<file path="src/rtl/serial_port_ctrl_pkg.sv">
// ---------------------------------------------------------------------------
// serial_ctrl_defs : shared state encodings and default sizing
// Rev 1.0
// ---------------------------------------------------------------------------
`default_nettype none

package serial_ctrl_defs;

   typedef enum logic [1:0] {
      ST_IDLE = 2'd0,
      ST_SEND = 2'd1,
      ST_GAP  = 2'd2
   } tx_state_e;

   localparam int unsigned DEF_TX_DEPTH = 4;
   localparam int unsigned DEF_TX_GAP   = 2;
   localparam int unsigned DEF_GAP_W    = 8;

endpackage

`default_nettype wire

</file>
<file path="src/rtl/serial_port_ctrl_if.sv">
// ---------------------------------------------------------------------------
// serial_port_ctrl_if : processor / UART byte handshakes and error flags
// Rev 1.0
// ---------------------------------------------------------------------------
`default_nettype none

interface serial_port_ctrl_if;

   logic [7:0] proc_wdata;
   logic       proc_wren;
   logic       proc_ready;
   logic       proc_rden;
   logic [7:0] proc_rdata;
   logic       proc_valid;
   logic [7:0] tx_data;
   logic       tx_valid;
   logic       tx_ready;
   logic [7:0] rx_data;
   logic       rx_valid;
   logic       rx_ready;
   logic       tx_overflow;
   logic       rx_overflow;
   logic       clear_err;

   modport master (
      output proc_wdata, proc_wren, proc_rden, tx_ready, rx_data, rx_valid, clear_err,
      input  proc_ready, proc_rdata, proc_valid, tx_data, tx_valid, rx_ready,
             tx_overflow, rx_overflow
   );

   modport slave (
      input  proc_wdata, proc_wren, proc_rden, tx_ready, rx_data, rx_valid, clear_err,
      output proc_ready, proc_rdata, proc_valid, tx_data, tx_valid, rx_ready,
             tx_overflow, rx_overflow
   );

endinterface

`default_nettype wire

</file>
<file path="src/rtl/serial_port_ctrl_tx_fifo.sv">
// ---------------------------------------------------------------------------
// serial_tx_fifo : outbound byte FIFO, power-of-two depth, head exposed on dout
// Rev 1.0
// ---------------------------------------------------------------------------
`default_nettype none

module serial_tx_fifo #(
   parameter int unsigned TX_DEPTH = 4
) (
   input  wire logic                        clock,
   input  wire logic                        reset,
   input  wire logic                        push,
   input  wire logic                        pop,
   input  wire logic [7:0]                  din,
   output      logic [7:0]                  dout,
   output      logic [$clog2(TX_DEPTH):0]   count,
   output      logic                        full,
   output      logic                        empty
);

   localparam int unsigned PTR_W = $clog2(TX_DEPTH);
   localparam int unsigned CNT_W = PTR_W + 1;

   logic [7:0]       mem_q [TX_DEPTH];
   logic [7:0]       mem_d [TX_DEPTH];
   logic [PTR_W-1:0] wr_ptr_q, wr_ptr_d;
   logic [PTR_W-1:0] rd_ptr_q, rd_ptr_d;
   logic [CNT_W-1:0] count_q, count_d;
   logic             push_ok, pop_ok;

   assign full    = (count_q == CNT_W'(TX_DEPTH));
   assign empty   = (count_q == '0);
   assign count   = count_q;
   assign dout    = mem_q[rd_ptr_q];
   assign push_ok = push && !full;
   assign pop_ok  = pop && !empty;

   // Pointers wrap naturally because the depth is a power of two.
   always_comb begin
      mem_d    = mem_q;
      wr_ptr_d = wr_ptr_q;
      rd_ptr_d = rd_ptr_q;
      count_d  = count_q;
      if (push_ok) begin
         mem_d[wr_ptr_q] = din;
         wr_ptr_d        = wr_ptr_q + PTR_W'(1);
      end
      if (pop_ok) begin
         rd_ptr_d = rd_ptr_q + PTR_W'(1);
      end
      if (push_ok && !pop_ok) begin
         count_d = count_q + CNT_W'(1);
      end else if (pop_ok && !push_ok) begin
         count_d = count_q - CNT_W'(1);
      end
   end

   always_ff @(posedge clock or negedge reset) begin
      if (!reset) begin
         for (int i = 0; i < TX_DEPTH; i++) begin
            mem_q[i] <= '0;
         end
         wr_ptr_q <= '0;
         rd_ptr_q <= '0;
         count_q  <= '0;
      end else begin
         mem_q    <= mem_d;
         wr_ptr_q <= wr_ptr_d;
         rd_ptr_q <= rd_ptr_d;
         count_q  <= count_d;
      end
   end

endmodule

`default_nettype wire

</file>
<file path="src/rtl/serial_port_ctrl.sv">
// ---------------------------------------------------------------------------
// serial_port_ctrl : paced TX FIFO to the UART, single-byte RX hold, sticky drops
// Rev 1.0
// ---------------------------------------------------------------------------
`default_nettype none

module serial_port_ctrl
   import serial_ctrl_defs::*;
#(
   parameter int unsigned TX_DEPTH = DEF_TX_DEPTH,
   parameter int unsigned TX_GAP   = DEF_TX_GAP,
   parameter int unsigned GAP_W    = DEF_GAP_W
) (
   input wire logic           clock,
   input wire logic           reset,
   serial_port_ctrl_if.slave  bus
);

   localparam int unsigned CNT_W = $clog2(TX_DEPTH) + 1;

   tx_state_e        state_q, state_d;
   logic [GAP_W-1:0] gap_q, gap_d;
   logic             rx_full_q, rx_full_d;
   logic [7:0]       rx_byte_q, rx_byte_d;
   logic             tx_ovf_q, tx_ovf_d;
   logic             rx_ovf_q, rx_ovf_d;

   logic [7:0]       fifo_dout;
   logic [CNT_W-1:0] fifo_count;
   logic             fifo_full, fifo_empty;
   logic             push, pop, tx_valid;

   assign push     = bus.proc_wren && !fifo_full;
   assign tx_valid = (state_q == ST_SEND);
   assign pop      = tx_valid && bus.tx_ready;

   serial_tx_fifo #(
      .TX_DEPTH (TX_DEPTH)
   ) u_tx_fifo (
      .clock (clock),
      .reset (reset),
      .push  (push),
      .pop   (pop),
      .din   (bus.proc_wdata),
      .dout  (fifo_dout),
      .count (fifo_count),
      .full  (fifo_full),
      .empty (fifo_empty)
   );

   // The FIFO head is frozen while SEND waits, so it doubles as tx_data.
   // Leaving GAP straight into SEND keeps the idle time at exactly TX_GAP.
   always_comb begin
      state_d = state_q;
      gap_d   = gap_q;
      unique case (state_q)
         ST_IDLE: begin
            if (!fifo_empty) state_d = ST_SEND;
         end
         ST_SEND: begin
            if (bus.tx_ready) begin
               if (TX_GAP > 0) begin
                  state_d = ST_GAP;
                  gap_d   = GAP_W'(TX_GAP - 1);
               end else if ((fifo_count > CNT_W'(1)) || push) begin
                  state_d = ST_SEND;
               end else begin
                  state_d = ST_IDLE;
               end
            end
         end
         ST_GAP: begin
            if (gap_q == '0) begin
               state_d = fifo_empty ? ST_IDLE : ST_SEND;
            end else begin
               gap_d = gap_q - GAP_W'(1);
            end
         end
         default: state_d = ST_IDLE;
      endcase
   end

   always_comb begin
      rx_full_d = rx_full_q;
      rx_byte_d = rx_byte_q;
      if (bus.rx_valid && !rx_full_q) begin
         rx_full_d = 1'b1;
         rx_byte_d = bus.rx_data;
      end else if (bus.proc_rden && rx_full_q) begin
         rx_full_d = 1'b0;
      end
      // A new drop on the clearing edge keeps the flag set.
      tx_ovf_d = (bus.proc_wren && fifo_full) ? 1'b1 : (bus.clear_err ? 1'b0 : tx_ovf_q);
      rx_ovf_d = (bus.rx_valid && rx_full_q)  ? 1'b1 : (bus.clear_err ? 1'b0 : rx_ovf_q);
   end

   always_ff @(posedge clock or negedge reset) begin
      if (!reset) begin
         state_q   <= ST_IDLE;
         gap_q     <= '0;
         rx_full_q <= 1'b0;
         rx_byte_q <= '0;
         tx_ovf_q  <= 1'b0;
         rx_ovf_q  <= 1'b0;
      end else begin
         state_q   <= state_d;
         gap_q     <= gap_d;
         rx_full_q <= rx_full_d;
         rx_byte_q <= rx_byte_d;
         tx_ovf_q  <= tx_ovf_d;
         rx_ovf_q  <= rx_ovf_d;
      end
   end

   assign bus.proc_ready  = reset && !fifo_full;
   assign bus.tx_valid    = tx_valid;
   assign bus.tx_data     = tx_valid ? fifo_dout : 8'h00;
   assign bus.rx_ready    = reset && !rx_full_q;
   assign bus.proc_valid  = rx_full_q;
   assign bus.proc_rdata  = rx_byte_q;
   assign bus.tx_overflow = tx_ovf_q;
   assign bus.rx_overflow = rx_ovf_q;

endmodule

`default_nettype wire

</file>
<file path="src/flat_wrapper.sv">
// flat-port wrapper written by rule: the top's interface ports become plain ports
module serial_port_ctrl_flat import serial_ctrl_defs::*;
#(
   parameter int unsigned TX_DEPTH = DEF_TX_DEPTH,
   parameter int unsigned TX_GAP   = DEF_TX_GAP,
   parameter int unsigned GAP_W    = DEF_GAP_W
)
  (clock, reset, bus_proc_wdata, bus_proc_wren, bus_proc_rden, bus_tx_ready, bus_rx_data, bus_rx_valid, bus_clear_err, bus_proc_ready, bus_proc_rdata, bus_proc_valid, bus_tx_data, bus_tx_valid, bus_rx_ready, bus_tx_overflow, bus_rx_overflow);
  serial_port_ctrl_if bus_i ();
  input wire logic clock;
  input wire logic reset;
  input wire logic [$bits(bus_i.proc_wdata)-1:0] bus_proc_wdata;
  input wire logic [$bits(bus_i.proc_wren)-1:0] bus_proc_wren;
  input wire logic [$bits(bus_i.proc_rden)-1:0] bus_proc_rden;
  input wire logic [$bits(bus_i.tx_ready)-1:0] bus_tx_ready;
  input wire logic [$bits(bus_i.rx_data)-1:0] bus_rx_data;
  input wire logic [$bits(bus_i.rx_valid)-1:0] bus_rx_valid;
  input wire logic [$bits(bus_i.clear_err)-1:0] bus_clear_err;
  output wire logic [$bits(bus_i.proc_ready)-1:0] bus_proc_ready;
  output wire logic [$bits(bus_i.proc_rdata)-1:0] bus_proc_rdata;
  output wire logic [$bits(bus_i.proc_valid)-1:0] bus_proc_valid;
  output wire logic [$bits(bus_i.tx_data)-1:0] bus_tx_data;
  output wire logic [$bits(bus_i.tx_valid)-1:0] bus_tx_valid;
  output wire logic [$bits(bus_i.rx_ready)-1:0] bus_rx_ready;
  output wire logic [$bits(bus_i.tx_overflow)-1:0] bus_tx_overflow;
  output wire logic [$bits(bus_i.rx_overflow)-1:0] bus_rx_overflow;
  assign bus_i.proc_wdata = bus_proc_wdata;
  assign bus_i.proc_wren = bus_proc_wren;
  assign bus_i.proc_rden = bus_proc_rden;
  assign bus_i.tx_ready = bus_tx_ready;
  assign bus_i.rx_data = bus_rx_data;
  assign bus_i.rx_valid = bus_rx_valid;
  assign bus_i.clear_err = bus_clear_err;
  assign bus_proc_ready = bus_i.proc_ready;
  assign bus_proc_rdata = bus_i.proc_rdata;
  assign bus_proc_valid = bus_i.proc_valid;
  assign bus_tx_data = bus_i.tx_data;
  assign bus_tx_valid = bus_i.tx_valid;
  assign bus_rx_ready = bus_i.rx_ready;
  assign bus_tx_overflow = bus_i.tx_overflow;
  assign bus_rx_overflow = bus_i.rx_overflow;
  serial_port_ctrl #(.TX_DEPTH(TX_DEPTH), .TX_GAP(TX_GAP), .GAP_W(GAP_W)) u_core (.clock(clock), .reset(reset), .bus(bus_i));
endmodule
</file>
<file path="config.mk">
export PLATFORM = sky130hd
export DESIGN_NAME = serial_port_ctrl_flat
export DESIGN_NICKNAME = d
export VERILOG_FILES = /design/src/rtl/serial_port_ctrl_pkg.sv /design/src/rtl/serial_port_ctrl_if.sv /design/src/rtl/serial_port_ctrl_tx_fifo.sv /design/src/rtl/serial_port_ctrl.sv /design/src/flat_wrapper.sv
export SDC_FILE = /design/constraint.sdc
export NUM_CORES = 1
export LEC_CHECK = 0
export BUFFER_PORTS_ARGS = -buffer_cell sky130_fd_sc_hd__buf_4
export CORE_MARGIN = 2
export CORE_UTILIZATION = 32
export CTS_CLUSTER_SIZE = 12
export DETAILED_ROUTE_END_ITERATION = 7
export MAX_ROUTING_LAYER = met4
export PLACE_DENSITY = 0.5
export SYNTH_ARGS = -nofsm -noshare
export SYNTH_HDL_FRONTEND = slang
export SYNTH_SLANG_ARGS = --single-unit
export TNS_END_PERCENT = 50
</file>
<file path="constraint.sdc">
create_clock -name clock -period 3.51 [get_ports clock]
set_input_delay 0.351 -clock clock [delete_from_list [all_inputs] [get_ports clock]]
set_output_delay 0.351 -clock clock [all_outputs]
set_load 0.03 [all_outputs]
</file>
==> flow_summary.ini, run 1 <==
[global_routing]
grt_pass1_wl_mm = 9.00
grt_pass1_vias = 1748
grt_max_degree = 40
grt_overflow = 0
track_usage_pct = 12.5
grt_antenna_before_repair = 0

[synthesis]
synth_area_leader_cell = dfrtp_1
synthesis.area_um2 = 2800
syn_area_per_cell_um2 = 13.5
synth_cell_type_count = 38
ys_warn_count = 0
synthCells = 207
async_flop_share_pct = 100
seq_area_frac_synth_pct = 53.6
syn_nets = 238
synthTopCellsByCount = dfrtp_1 (60), mux2_2 (42), inv_1 (11), nor2b_1 (11), mux4_2 (8)
yosysMostFrequentCell = dfrtp_1
synth-edff-count = 0
synth_area_leaders = dfrtp_1 (54%), mux2_2 (17%), mux4_2 (6.4%)
ys_ff_latch = 60
synth_top_area_share_pct = 53.6
synth-main-ff-cell = dfrtp_1

[route]
route.vias.total = 1735
post_drt_wl_per_cell_um = 14.4
wl_mm = 5.31
vias_per_cell = 4.70
drt_first_iter_violations = 62
first_pass_iters = 4
final_antenna_net_count = 0
drc = 0

[layout]
drive_gt1_share_pct = 44.4
stdcell_area_um2 = 3470
instances_no_fill = 369
nets = 287
area_delta_synth_final_pct = 23.8
utilization_pct = 40.4
antenna_cells = 0
n_fill_cell = 852

[power]
totalPowerFinal_mw = 3.26
leakagePower_nw = 1.55
powerDensity_nw_per_um2 = 941
ir_drop_mv = 0.290

[clocking]
clock-sinks = 60
clock_path_buffers = 2
cts_root_buffer = clkbuf_8
path_clk_slew_ns = 0.07
cts_tree = done
htreeDepth = 3
clk_latency_ns = 0.34
cts-buffers-inserted = 9

[timing]
tightest_slew_ns = 0.717
finClkSkew_ns = 0.00975
finalSetupTns_ns = 0
fin_crit_sh_pct = 66.6
slew_headroom_pct = 52.1
setup_viol = 0
max_freq_mhz = 428
rsz0062_at_grt = false
drv_slew = 0
hold_violations = 0
fin_crit_ns = 2.34
setup_slack_ns = 1.17
hold_ws_ns = 0.183

[worst_setup_path]
startpoint_type = flop
worstPathRequired_ns = 3.16
crit_arrival_ns = 1.99
crit_fanout = 10
worstSetupEndpointType = output pin
critical_path_class = flop to output pin

[placement]
place_ws_ns = 1.30
placed_area_um2 = 3240
dp_cells = 352
place.gp.congestion = 0.695
dpl.hpwl_mm = 3.59
io_buffers = 44

[floorplanning]
pin_count = 45
rows = 34
start_util_pct = 32.6
core_um2 = 8590
dieArea_um2 = 9520
die_x_um = 97.6
die_h_um = 97.6

[job]
cap_violations = 0

[hold_path]
holdCritPathClass = input port to flop

[run_status]
outcome = completed
[cells by family after synthesis]
kind of cell | synth area share (%)
AOI/OAI and AO/OA | 3.71
adders and majority gates | 3.84
muxes | 24.4
buffers and inverters | 2.68
and+or+nand+nor | 9.96
xor gates and xnor gates | 1.87
DFF | 53.6
[where the power goes]
part	internal, mW	switching [mW]
Clock	0.419	0.269
Combinational	0.726	0.600
Sequential	1.01	0.245
[sequential cells by signal (all words and copies together), names as in the netlist]
name	flops
u_core.state_q	2
u_core.bus.tx_overflow	1
u_core.gap_q	8
u_core.u_tx_fifo.mem_q	32
u_core.bus.proc_rdata	8
u_core.bus.rx_overflow	1
u_core.bus.proc_valid	1
u_core.u_tx_fifo.wr_ptr_q	2
u_core.u_tx_fifo.rd_ptr_q	2
u_core.u_tx_fifo.count	3
[cell usage in the layout, fill, tap and decap left out, drive strengths merged, types with 2 or more instances in the layout]
cell type	instances
nand3	5
nor2b	11
nor2	5
bufinv	2
or3b	2
nand3b	2
mux2	42
or2	2
mux2i	3
mux4	8
ha	7
inv	11
xor2	2
a21oi	3
buf	45
o31ai	2
or4b	2
o211ai	2
or3	3
clkbuf	12
o21ai	5
dfrtp	60
xnor2	4
nand2	5
or4	2
[layer usage]
metal | global-route usage, % | up-vias | wire length [um]
li1 | - | 837 | -
met2 | 17.6 | 26 | 2410
met1 | 17.0 | 862 | 2640
met4 | 6.41 | 0 | 106
met5 | - | - | 0
met3 | 2.59 | 10 | 165
[layout make-up]
cell class | instances | area, um^2 | share of cell area (%)
Inverter | 11 | 41.3 | 1.19
Sequential cell | 60 | 1500 | 43.3
Clock inverter | 4 | 72.6 | 2.09
Clock buffer | 12 | 145 | 4.18
Multi-Input combinational cell | 128 | 1230 | 35.3
Tap cell | 108 | 135 | 3.89
Timing Repair Buffer | 46 | 348 | 10.0
[worst paths after layout]
check	slack (ns)	cells past startpoint	to	from
worst max-delay path	1.17	3	bus_tx_data[1]	u_core.u_tx_fifo.rd_ptr_q[0]
worst min-delay path	0.18	2	u_core.bus.proc_valid	bus_proc_rden
worst max register to register	1.30	7	u_core.u_tx_fifo.count[1]	u_core.u_tx_fifo.count[1]
worst min register to register	0.48	1	u_core.u_tx_fifo.count[2]	u_core.u_tx_fifo.count[2]
max in group asynchronous	2.26	3	u_core.state_q[1]	reset
min in group asynchronous	0.45	2	u_core.gap_q[0]	reset
[worst max-delay path, stage by stage, from the launching register on]
cell     delay (ns)
dfrtp_1        0.74
mux4_2         0.57
nor2b_1        0.15
buf_4          0.19
[timing repair]
item	CTS	global route
setup endpoints to repair	0	0
endpoints found under the hold margin	21	0
hold buffers	1	0
setup buffers	0	0
gates resized for setup	0	0
Note: power is estimated with default switching activity, not from simulation.
==> run 2, diff against run 1 <==
--- a/config.mk
+++ b/config.mk
@@ -11,7 +11,7 @@
 export CTS_CLUSTER_SIZE = 12
 export DETAILED_ROUTE_END_ITERATION = 7
 export MAX_ROUTING_LAYER = met4
-export PLACE_DENSITY = 0.5
+export PLACE_DENSITY = 0.52
 export SYNTH_ARGS = -nofsm -noshare
 export SYNTH_HDL_FRONTEND = slang
 export SYNTH_SLANG_ARGS = --single-unit
==> constraint.sdc (replaced) <==
create_clock -name clock -period 1.93 [get_ports clock]
set_input_delay 0.193 -clock clock [delete_from_list [all_inputs] [get_ports clock]]
set_output_delay 0.193 -clock clock [all_outputs]
set_load 0.03 [all_outputs]
==> run 2 against run 1 <==
The run now ends with setup timing left. Clock power grew 54%. Critical path depth increased by 4. Die area did not move. Core utilization is 3.4 points higher. Global-route usage increased by 1.5 points. First-iteration DRC count shrank 24%. Routed wire length up 9.7%. Highest routed layer unchanged.
==> flow_summary.ini, run 2 (synthesis gave the netlist of run 1 again) <==
[run_status]
outcome = finished, violations left
failed_checks = setup timing

[route]
wl_mm = 5.83
final_antenna_net_count = 0
wl_met1_mm = 2.58
drt_first_iter_violations = 47
vias_per_cell = 4.74
route.vias.total = 1866
post_drt_wl_per_cell_um = 14.8
first_pass_iters = 4
drc = 0
route.met2.wl_mm = 2.94
wl_met3_um = 225
highest_layer = met4

[worst_setup_path]
worstPathRequired_ns = 2.16
crit_fanout = 3
worstSetupEndpointType = flop
crit_arrival_ns = 2.17
critical_path_class = flop to flop
reg2reg_slack_ns = -0.02
r2r_cells = 7
startpoint_type = flop

[layout]
utilization_pct = 43.8
nets = 312
n_fill_cell = 841
layout_commonest_cell = buf_4
stdcell_area_um2 = 3760
antenna_cells = 0
final_cell_mix = buf_4 (60), dfrtp_1 (59), mux2_2 (41)
drive_gt1_share_pct = 54.5
instances_no_fill = 394
area_delta_synth_final_pct = 34.3
top_register = u_core.u_tx_fifo.mem_q
largest_reg_flops = 32

[job]
cap_violations = 0

[timing]
setup_slack_ns = -0.0163
max_freq_mhz = 514
fin_crit_sh_pct = 101
finClkSkew_ns = 0.0102
fin_crit_ns = 1.95
hold_violations = 0
slew_headroom_pct = 66.4
drv_slew = 0
rsz0062_at_grt = true
setup_viol = 1
tightest_slew_ns = 0.504

[placement]
place.gp.congestion = 0.697
placed_area_um2 = 3440
dp_cells = 370
dpl.hpwl_mm = 3.99
place_ws_ns = -0.0697
io_buffers = 44

[global_routing]
track_usage_pct = 14.0
grt_max_degree = 40
grt_pass1_vias = 2048
grt_antenna_before_repair = 0
grt_pass1_wl_mm = 10.1
grt_overflow = 0

[floorplanning]
die_h_um = 97.6
start_util_pct = 32.6
rows = 34
die_x_um = 97.6
core_um2 = 8590
pin_count = 45
dieArea_um2 = 9520

[clocking]
clock_path_buffers = 2
cts_root_buffer = clkbuf_8
cts-buffers-inserted = 9
cts_tree = done
clk_latency_ns = 0.35
path_clk_slew_ns = 0.07
clock-sinks = 60
htreeDepth = 3

[hold_path]
hold_path_depth = 2
holdCritPathClass = input port to flop

[power]
ir_drop_mv = 0.670
totalPowerFinal_mw = 6.39
leakagePower_nw = 1.70
powerDensity_nw_per_um2 = 1700
-- run 2: worst paths after layout --
| path | from | to |
|---|---|---|
| min in group asynchronous | reset | u_core.bus.proc_rdata[1] |
| worst min register to register | u_core.u_tx_fifo.mem_q[12] | u_core.u_tx_fifo.mem_q[12] |
| worst max register to register | u_core.u_tx_fifo.count[0] | u_core.u_tx_fifo.count[1] |
| worst max-delay path | u_core.u_tx_fifo.count[0] | u_core.u_tx_fifo.count[1] |
| max in group asynchronous | reset | u_core.u_tx_fifo.rd_ptr_q[1] |
| worst min-delay path | bus_clear_err | u_core.bus.rx_overflow |
-- run 2: what timing repair did --
action / in CTS / in global routing
hold buffers: 2 / 0
endpoints found under the hold margin: 22 / 0
setup buffers: 2 / 4
pin swaps: 2 / 7
endpoints found under the setup margin: 6 / 10
gates resized for setup: 5 / 17
-- run 2: stage by stage --
stage	hold slack, ns	setup TNS [ns]
finish	0.0478	-0.0163
global route	0.0370	-0.164
CTS	0.0274	-0.0103
detailed placement	0.115	-0.104
global placement	0.117	-0.0419
floorplan	-0.103	-0.152
-- run 2: power breakdown --
part           total [mW]  switching, mW  internal [mW]
combinational        3.13           1.34           1.79
clock                1.06          0.553          0.511
sequential           2.20          0.368           1.83
-- run 2: area by class of cell --
type | count | area (um^2) | area share (%)
Sequential cell | 60 | 1500 | 39.9
Multi-Input combinational cell | 128 | 1300 | 34.6
Timing Repair Buffer | 71 | 598 | 15.9
Clock buffer | 10 | 138 | 3.66
Tap cell | 108 | 135 | 3.59
Clock inverter | 6 | 46.3 | 1.23
Inverter | 11 | 43.8 | 1.16
-- run 2: critical path: stages (launching register included) --
cell and delay, ns:
dfrtp_1 0.40, or3b_4 0.43, nand2_4 0.09, inv_4 0.03
ha_4 0.15, inv_2 0.05, fa_2 0.41, mux2_4 0.27
-- run 2: layer usage --
| metal | global-route usage (%) | vias up |
|---|---|---|
| li1 | - | 883 |
| met1 | 17.1 | 953 |
| met2 | 21.9 | 21 |
| met3 | 4.32 | 9 |
| met4 | 5.45 | 0 |
| met5 | - | - |
